**config.mk**
```make
export PLATFORM = sky130hd
export DESIGN_NAME = hazard_sched_unit
export DESIGN_NICKNAME = d
export VERILOG_FILES = /design/src/rtl/hazard_sched_unit.sv
export SDC_FILE = /design/constraint.sdc
export NUM_CORES = 1
export LEC_CHECK = 0
export CORE_ASPECT_RATIO = 0.75
export CORE_MARGIN = 2
export CORE_UTILIZATION = 63
export CTS_CLUSTER_DIAMETER = 50
export DETAILED_ROUTE_END_ITERATION = 8
export DONT_BUFFER_PORTS = 1
export MAX_ROUTING_LAYER = met4
export PLACE_DENSITY = 0.79
export REMOVE_ABC_BUFFERS = 1
export SLEW_MARGIN = 20
export SYNTH_ARGS = -nofsm -noshare
export SYNTH_HDL_FRONTEND = slang
export SYNTH_SLANG_ARGS = --single-unit
```
**constraint.sdc**
```tcl
create_clock -name clk -period 2.6 [get_ports clk]
set_input_delay 0.52 -clock clk [delete_from_list [all_inputs] [get_ports clk]]
set_output_delay 0.52 -clock clk [all_outputs]
set_load 0.01 [all_outputs]
```
**src/rtl/hazard_sched_unit.sv**
```systemverilog
// rtl/hazard_sched_unit.sv - RV32 pipeline hazard controller and multi-cycle EX scheduler
module hazard_sched_unit #(
    parameter int MD_LATENCY = 4,
    parameter int CNT_W      = 16
) (
    input  logic             clk,
    input  logic             rst,
    input  logic [4:0]       Rs1D,
    input  logic [4:0]       Rs2D,
    input  logic [4:0]       Rs1E,
    input  logic [4:0]       Rs2E,
    input  logic [4:0]       RD_E,
    input  logic [4:0]       RD_M,
    input  logic [4:0]       RD_W,
    input  logic             RegWriteE,
    input  logic             RegWriteM,
    input  logic             RegWriteW,
    input  logic             ResultSrcE,
    input  logic             PCSrcE,
    input  logic             MdStartE,
    output logic [1:0]       ForwardA_E,
    output logic [1:0]       ForwardB_E,
    output logic             StallF,
    output logic             StallD,
    output logic             StallE,
    output logic             FlushD,
    output logic             FlushE,
    output logic             BubbleM,
    output logic             MdBusy,
    output logic             MdDoneE,
    output logic [CNT_W-1:0] StallCount
);

    typedef enum logic {
        IDLE = 1'b0,
        BUSY = 1'b1
    } md_state_t;

    // Counter reload: the start cycle itself is one of the MD_LATENCY stall cycles.
    localparam logic [7:0] MD_INIT = 8'(MD_LATENCY - 1);

    md_state_t  state_q;
    md_state_t  state_d;
    logic [7:0] cnt_q;
    logic [7:0] cnt_d;
    logic       md_stall;
    logic       md_done;
    logic       md_busy;
    logic       lw_stall;
    logic       stall_fd;

    // M-stage result is newer than W-stage, so it wins; x0 is never forwarded.
    function automatic logic [1:0] fwd_sel(input logic [4:0] rs,
                                           input logic       wr_m,
                                           input logic [4:0] rd_m,
                                           input logic       wr_w,
                                           input logic [4:0] rd_w);
        if (wr_m && (rd_m != 5'd0) && (rd_m == rs)) begin
            return 2'b10;
        end else if (wr_w && (rd_w != 5'd0) && (rd_w == rs)) begin
            return 2'b01;
        end
        return 2'b00;
    endfunction

    // Multi-cycle op state register and down-counter.
    always_ff @(posedge clk or posedge rst) begin
        if (rst) begin
            state_q <= IDLE;
            cnt_q   <= 8'd0;
        end else begin
            state_q <= state_d;
            cnt_q   <= cnt_d;
        end
    end

    // Multi-cycle sequencing: stall from the start cycle until the counter drains.
    always_comb begin
        state_d  = state_q;
        cnt_d    = cnt_q;
        md_stall = 1'b0;
        md_done  = 1'b0;
        md_busy  = 1'b0;
        case (state_q)
            IDLE: begin
                if (MdStartE) begin
                    state_d  = BUSY;
                    cnt_d    = MD_INIT;
                    md_stall = 1'b1;
                    md_busy  = 1'b1;
                end
            end
            BUSY: begin
                md_busy = 1'b1;
                if (cnt_q != 8'd0) begin
                    cnt_d    = cnt_q - 8'd1;
                    md_stall = 1'b1;
                end else begin
                    md_done = 1'b1;
                    state_d = IDLE;
                end
            end
            default: begin
                state_d = IDLE;
            end
        endcase
    end

    // Load-use is masked while an op is in flight so FlushE cannot kill it.
    assign lw_stall = ResultSrcE && RegWriteE && (RD_E != 5'd0) &&
                      ((RD_E == Rs1D) || (RD_E == Rs2D)) && !md_stall;
    assign stall_fd = (lw_stall || md_stall) && !PCSrcE;

    // Output drive; reset forces bubbles into D/E and releases every stall at once.
    always_comb begin
        ForwardA_E = 2'b00;
        ForwardB_E = 2'b00;
        StallF     = 1'b0;
        StallD     = 1'b0;
        StallE     = 1'b0;
        FlushD     = 1'b1;
        FlushE     = 1'b1;
        BubbleM    = 1'b0;
        MdBusy     = 1'b0;
        MdDoneE    = 1'b0;
        if (!rst) begin
            ForwardA_E = fwd_sel(Rs1E, RegWriteM, RD_M, RegWriteW, RD_W);
            ForwardB_E = fwd_sel(Rs2E, RegWriteM, RD_M, RegWriteW, RD_W);
            StallF     = stall_fd;
            StallD     = stall_fd;
            StallE     = md_stall;
            FlushD     = PCSrcE;
            FlushE     = PCSrcE || lw_stall;
            BubbleM    = md_stall;
            MdBusy     = md_busy;
            MdDoneE    = md_done;
        end
    end

    // Saturating count of cycles in which fetch was held.
    always_ff @(posedge clk or posedge rst) begin
        if (rst) begin
            StallCount <= '0;
        end else if (StallF && (StallCount != {CNT_W{1'b1}})) begin
            StallCount <= StallCount + CNT_W'(1);
        end
    end

endmodule

```
=== Word level (Yosys, flattened, before mapping) ===
Cells that the tools add are included.

* Flip-flop bits (word level): 25
* Latch bits: 0
* Memory bits (writable): 0
* ROM bits: 0
* Input bits: 43
* Memories kept: 0

* Add/sub/neg operators: 2
* Multiply operators: 0
* Div/mod/pow operators: 0
* Order comparisons: 0
* Equal/unequal tests: 9
* Shift-type cells: 0
* Multiplexer cells: 29
* Bitwise gates (word level): 1
* Reduce and logical (&&, ||, !) cells: 22

{| class="wikitable"
|+ Operators with widths
! kind !! number
|-
| equality test 5 bit || 6
|-
| adder 16 x 1 -> 16 bit, second input constant || 1
|-
| 2-to-1 mux 1 bit || 16
|-
| 2-to-1 mux 2 bit || 8
|-
| 2-to-1 mux 8 bit || 2
|-
| != test 16 bit, second input constant || 1
|-
| case mux 8 bit (2 select lines) || 1
|-
| nonzero test 5 bit || 3
|-
| logical AND 1 bit || 12
|-
| nonzero test 8 bit || 1
|-
| subtractor 8 x 1 -> 8 bit, second input constant || 1
|-
| case mux 1 bit (2 select lines) || 2
|-
| logical OR 1 bit || 3
|-
| zero test 1 bit || 2
|-
| != test 2 x 1 -> 1 bit, second input constant || 1
|-
| != test 2 bit, second input constant || 1
|-
| AND reduction 2 bit || 1
|-
| inverter 1 bit || 1
|}

=== Logic depth before layout (Yosys ltp) ===
Gate-level depths: netlist of run 1.

* Depth after elaboration: 9
* Mapped depth: 8

=== Worst setup path after synthesis of run 1 ===
OpenSTA, ideal clock, no wires.

* Path type: in2out
* Start: in rst
* End: out ForwardA_E[0]
* Data arrival time: 2.145 ns
* Required time: 2.080 ns
* Setup slack: -0.065 ns
* Stages: 4
* Path buffers: 0
* Cells stage by stage: inv_1 > o211ai_1 > or4_1 > nor4_1

* Word-level cells in the longest chain between the ends: 1

{| class="wikitable"
|+ RTL lines
! item !! line !! text
|-
| start, declared || 7 || <nowiki>input logic rst,</nowiki>
|-
| 2-to-1 mux 2 bit || 126 || <nowiki>if (!rst) begin</nowiki>
|-
| end, declared || 21 || <nowiki>output logic [1:0] ForwardA_E,</nowiki>
|}

No other way between the ends.

=== Worst setup path after layout of run 1 ===
* Start: in RD_M[1]
* End: out ForwardA_E[0]

* Word-level cells in the longest chain between the ends: 7
* Elaborated cells on any way between the ends: 9
* Classes of those cells: eq/ne: 1; mux: 5; reduce/logical: 3

{| class="wikitable"
|+ RTL lines
! item !! line !! text
|-
| start, declared || 13 || <nowiki>input logic [4:0] RD_M,</nowiki>
|-
| nonzero test 5 bit || 58 || <nowiki>if (wr_m && (rd_m != 5'd0) && (rd_m == rs)) begin</nowiki>
|-
| logical AND 1 bit || 58 ||
|-
| logical AND 1 bit * || 58 ||
|-
| 2-to-1 mux 1 bit || 58 ||
|-
| 2-to-1 mux 1 bit || 126 ||
|-
| 2-to-1 mux 2 bit * || 63 || <nowiki>return 2'b00;</nowiki>
|-
| 2-to-1 mux 2 bit * || 126 ||
|}

Mark *: on every way between the ends. The rest lies on a longest branch, timed or not. The select of a mux whose other input is x is not followed.

==> results of run 1 <==
==> layout make-up <==
type                       instances  share of cell area (%)
timing repair buffer               8                    3.17
multi-input combinational        150                    57.4
clock buffer                       4                    2.38
tap                               36                    2.38
sequential                        25                    33.1
inverter                           8                    1.59
==> layout by cell type, fill, tap and decap left out, drive strengths merged <==
cell type  count
or4            5
nor2          16
xor2          27
o211ai         2
nor2b          2
nand3b         1
and2b          1
nand2         17
and3           3
nand3         10
clkbuf         4
o21ai          6
nand4          7
xnor2         18
nand2b         1
o31ai          4
dfrtp         25
a221o          1
a31oi          1
nor4           7
mux2           3
nor3          10
ha             3
inv            8
and2           1
buf            8
a22oi          1
a41o           1
o31a           1
a21o           1
==> worst min path at each step <==
stage / startpoint / to / slack [ns] / cells past startpoint
4_1_cts: rst / cnt_q[1]$_DFFE_PP0P_ / 0.21 / 2
3_3_place_gp: cnt_q[4]$_DFFE_PP0P_ / cnt_q[4]$_DFFE_PP0P_ / 0.48 / 1
6_report: rst / cnt_q[1]$_DFFE_PP0P_ / 0.21 / 2
2_1_floorplan: cnt_q[4]$_DFFE_PP0P_ / cnt_q[4]$_DFFE_PP0P_ / 0.45 / 1
3_5_place_dp: cnt_q[4]$_DFFE_PP0P_ / cnt_q[4]$_DFFE_PP0P_ / 0.49 / 1
5_1_grt: rst / cnt_q[1]$_DFFE_PP0P_ / 0.25 / 2
==> power breakdown <==
part           internal, mW  total, mW  switching, mW
logic                 0.237      0.520          0.284
registers             0.508      0.681          0.172
clock network         0.110      0.230          0.121
==> through the flow <==
step	cells	power (mW)	util, %
2_1_floorplan	183	1.07	-
3_3_place_gp	227	1.17	69.9
3_5_place_dp	227	1.21	69.9
4_1_cts	231	1.44	71.6
5_1_grt	231	1.55	71.6
6_report	231	1.43	71.6
==> logic make-up after synthesis <==
group / Yosys count / share of synthesized area, %
buffers and inverters: 12 / 3.80
multiplexers: 3 / 2.11
AO/OA/AOI/OAI: 18 / 8.72
flip-flops: 25 / 35.2
AND/OR/NAND/NOR: 81 / 26.0
adder cells (fa/ha/maj): 3 / 2.11
XOR/XNOR: 45 / 22.2
==> worst max-delay path, stage by stage <==
cell and delay [ns]:
or4_1 0.54, o21ai_1 0.26, nor3_1 0.10, nor4_1 0.28, buf_4 0.17
==> flip-flops by register name (all words and copies together), names as in the netlist <==
| name | cells |
|---|---|
| cnt_q | 8 |
| StallCount | 16 |
| state_q | 1 |
==> routing by layer <==
| layer | track usage (%) | vias to the layer above |
|---|---|---|
| met3 | 7.76 | 5 |
| met1 | 32.2 | 667 |
| met4 | 5.21 | 0 |
| met2 | 48.5 | 35 |
| li1 | - | 667 |
| met5 | - | - |
==> impl_metrics.yaml, run 1 <==
outcome:
  outcome: "completed"
worst_setup_path:
  rr_worst_depth: 8
  r2r_slack_ns: 0.24
  setup.worst_path.class: "in2out"
  r2r_end: "StallCount[8]$_DFFE_PP0P_"
  cp.arrival_ns: 1.87
  start_kind: "input pin"
  worstReg2RegStart: "StallCount[0]$_DFFE_PP0P_"
  worstSetupEndpoint: "ForwardA_E[0]"
  required_ns: 2.08
  crit_start: "RD_M[1]"
  crit_fanout: 4
  endpoint_kind: "output port"
placement:
  pre_cts_ws_ns: 0.0959
  port_buffers: 0
  dp_hpwl_microns: 3140
  routabilityCongestion: 0.850
  placed_cell_area_sq_um: 1850
cells_and_area:
  num_antenna_cells: 0
  final_area_sq_um: 1890
  fillers: 214
  area_delta_synth_final_pct: 6.33
  nets: 242
  multi_input_area_sq_um: 1090
  seqCellArea_sq_um: 626
  layout-drive-gt1-share_pct: 10.8
synthesis:
  async_flop_share_pct: 100
  netlist_instances: 187
  yosysWarnings: 0
  synthDistinctLibCells: 38
  synth-edff-count: 0
  synth_top_cells_by_count: "xor2_1 (27), dfrtp_1 (25), xnor2_1 (18)"
  yosysTopAreaCellShare_pct: 35.2
  synth_top_cell_by_area: "dfrtp_1"
  yosysSeqAreaShare_pct: 35.2
  avgSynthCellArea_sq_um: 9.51
  netlist_area_sq_um: 1780
  synth_most_common_cell: "xor2_1"
  synth_area_leaders: "dfrtp_1 (35%), xor2_1 (13%), xnor2_1 (8.9%), nand2_1 (3.6%), nor2_1 (3.4%)"
  synthFlopType: "dfrtp_1"
  synth-seq-cells: 25
sta:
  finalHoldViolations: 0
  hold_slack_ns: 0.210
  slew_headroom_pct: 61.6
  max_freq_mhz: 419
  tightest_slew_ns: 0.570
  rsz0062_at_grt: "no"
  drv_slew: 0
  skew_ns: 0.00344
  period_share_pct: 91.9
  timing.final.ws_setup_ns: 0.212
  fin_setup_tns_ns: 0
  min_period_ns: 2.39
  setup_violations: 0
routing:
  wl_met3_microns: 218
  dr_wl_met2_microns: 1970
  drc: 0
  ant_nets: 0
  drt_iter0_drc: 49
  vias: 1374
  drt-met1-wl_microns: 1640
  top_layer_used: "met4"
  firstDrtPassIters: 4
  drt-wirelength-per-cell_microns: 16.7
  vias_per_cell: 5.95
  routed_wl_microns: 3860
power_and_ir_drop:
  power_density_nw_per_um2: 757
  ir_drop_mv: 0.503
  leakage_nw: 0.828
cts:
  clock_path_buffers: 2
  cts_tree: "yes"
  cts-root-buf: "clkbuf_8"
  cts_max_level: 1
  cts.clk_slew.worst_paths_ns: 0.08
  hold_buffers: 0
  cts_sinks: 25
  cts_resized: 0
  numCtsBuffers: 3
  insertion_delay_ns: 0.27
  cts_setup_buffers: 0
floorplan:
  core_area_sq_um: 2640
  start_util_pct: 67.3
  die_w_microns: 65.4
  dieArea_sq_um: 3270
  rows: 16
  io_pins: 71
  die_y_microns: 50.0
grt:
  grt_max_degree: 26
  grt_pass1_vias: 1498
  grt_pass1_wl_microns: 6790
  antenna_found_initial: 0
  grt_util_all_layers_pct: 27.8
  grt-ovfl-total: 0
worst_hold_path:
  min_path_type: "in2async"
job:
  cap_violations: 0
(Power assumes the default switching activity.)
==> run 2: changes to the inputs <==
CORE_UTILIZATION = 64   (was 63)
CTS_BUF_LIST = sky130_fd_sc_hd__clkbuf_2 sky130_fd_sc_hd__clkbuf_4 sky130_fd_sc_hd__clkbuf_8   (was unset)
PLACE_DENSITY = 0.8   (was 0.79)
==> run 2 against run 1 <==
Compared with the run above:
- worst hold slack got worse by 0.0087 ns
- final area decreased by 0.20%
- first-iteration DRC count increased by 100%
- total power increased by 1.1%
- sequential power about the same
- critical path type unchanged
- largest power group unchanged
==> impl_metrics.yaml, run 2 (synthesis results as in run 1) <==
outcome:
  outcome: "completed"
worst_hold_path:
  min_path_type: "in2async"
placement:
  port_buffers: 0
  dp_hpwl_microns: 3110
  routabilityCongestion: 0.848
power_and_ir_drop:
  leakage_nw: 0.823
  power_density_nw_per_um2: 767
  ir_drop_mv: 0.557
  total_power_mw: 1.45
grt:
  grt_pass1_wl_microns: 6750
  grt_pass1_vias: 1516
  grt_max_degree: 26
  grt_util_all_layers_pct: 27.6
  antenna_found_initial: 0
  grt-ovfl-total: 0
cells_and_area:
  final_cell_mix: "xor2_1 (27), dfrtp_1 (25), xnor2_1 (18)"
  nets: 241
  num_antenna_cells: 0
  final_common_cell: "xor2_1"
  regMostFlops: "StallCount"
  largest_reg_flops: 16
  fillers: 201
  reg.largest.list: "StallCount (16), cnt_q (8), state_q (1)"
  area_delta_synth_final_pct: 6.12
  layout-drive-gt1-share_pct: 10.8
cts:
  cts-root-buf: "clkbuf_8"
  cts_sinks: 25
  cts_tree: "yes"
  insertion_delay_ns: 0.28
  cts_setup_buffers: 0
  cts_max_level: 1
  cts.clk_slew.worst_paths_ns: 0.09
  cts_resized: 0
  numCtsBuffers: 3
  clock_path_buffers: 2
  hold_buffers: 0
worst_setup_path:
  start_kind: "input pin"
  crit_chain: "or4_1 -> o21ai_1 -> nor3_1 -> nor4_1 -> buf_4"
  required_ns: 2.08
  cp_slowest_cell: "or4_1"
  endpoint_kind: "output port"
  rr_worst_depth: 8
  r2r_slack_ns: 0.47
  cpPeakStageDelay_ns: 0.53
  cp.arrival_ns: 1.93
  worstReg2RegStart: "cnt_q[0]$_DFFE_PP0P_"
  setup.worst_path.class: "in2out"
  r2r_end: "StallCount[8]$_DFFE_PP0P_"
  crit_start: "RD_M[1]"
  crit_fanout: 4
job:
  cap_violations: 0
routing:
  drt-wirelength-per-cell_microns: 17.1
  drc: 0
  drt_iter0_drc: 99
  vias_per_cell: 6.28
  vias: 1444
  firstDrtPassIters: 4
  ant_nets: 0
  routed_wl_microns: 3920
floorplan:
  dieArea_sq_um: 3220
  die_y_microns: 49.7
  core_area_sq_um: 2620
  rows: 16
  start_util_pct: 67.8
  io_pins: 71
  die_w_microns: 64.9
sta:
  slew_headroom_pct: 53.4
  period_share_pct: 94.3
  skew_ns: 0.00340
  rsz0062_at_grt: "no"
  max_freq_mhz: 408
  setup_violations: 0
  min_period_ns: 2.45
  fin_setup_tns_ns: 0
  drv_slew: 0
  finalHoldViolations: 0
  tightest_slew_ns: 0.693
[run 2: cell types whose count changed in the layout (fill, tap and decap cells not counted), sizes merged]
cell | before | now
buf | 8 | 7
clkbuf | 4 | 3
clkinvlp | 0 | 1
[run 2: worst max-delay path, delay by kind of cell]
kind | cells | cell delay, ns
buf+inv | 1 | 0.18
simple gates | 3 | 0.97
compound gates | 1 | 0.26
[run 2: power breakdown]
group	switching (mW)	internal, mW
clock	0.132	0.109
combinational	0.290	0.235
sequential	0.173	0.508
[run 2: layout make-up]
class                           count  area (sq um)  area share, %
Clock inverter                      1          7.51          0.398
Inverter                            8          30.0           1.59
Tap cell                           36          45.0           2.39
Timing Repair Buffer                7          52.6           2.78
Multi-Input combinational cell    150          1090           57.5
Sequential cell                    25           626           33.1
Clock buffer                        3          41.3           2.19
[run 2: stage by stage]
step	hold slack, ns	utilization [%]	cells	instance area (sq um)	setup WS, ns
after floorplan	0.453	-	183	1740	-0.0653
after global placement	0.476	70.1	226	1840	0.154
after detailed placement	0.486	70.1	226	1840	0.0516
after CTS	0.203	72.0	230	1890	0.0516
after global routing	0.216	72.0	230	1890	0.0552
final	0.201	72.0	230	1890	0.147
[run 2: worst max path at each step]
stage,cells past startpoint,end,slack (ns)
CTS,5,ForwardB_E[0],0.05
global route,5,ForwardB_E[0],0.06
detailed placement,5,ForwardB_E[0],0.05
finish,5,ForwardB_E[0],0.15
global placement,5,ForwardA_E[0],0.15
floorplan,4,ForwardA_E[0],-0.07
[run 2: layer usage]
layer	GRT usage [%]	share of wire (%)
met1	32.6	41
met2	46.0	49
met3	8.45	8.3
met4	7.09	1.5
met5	-	0
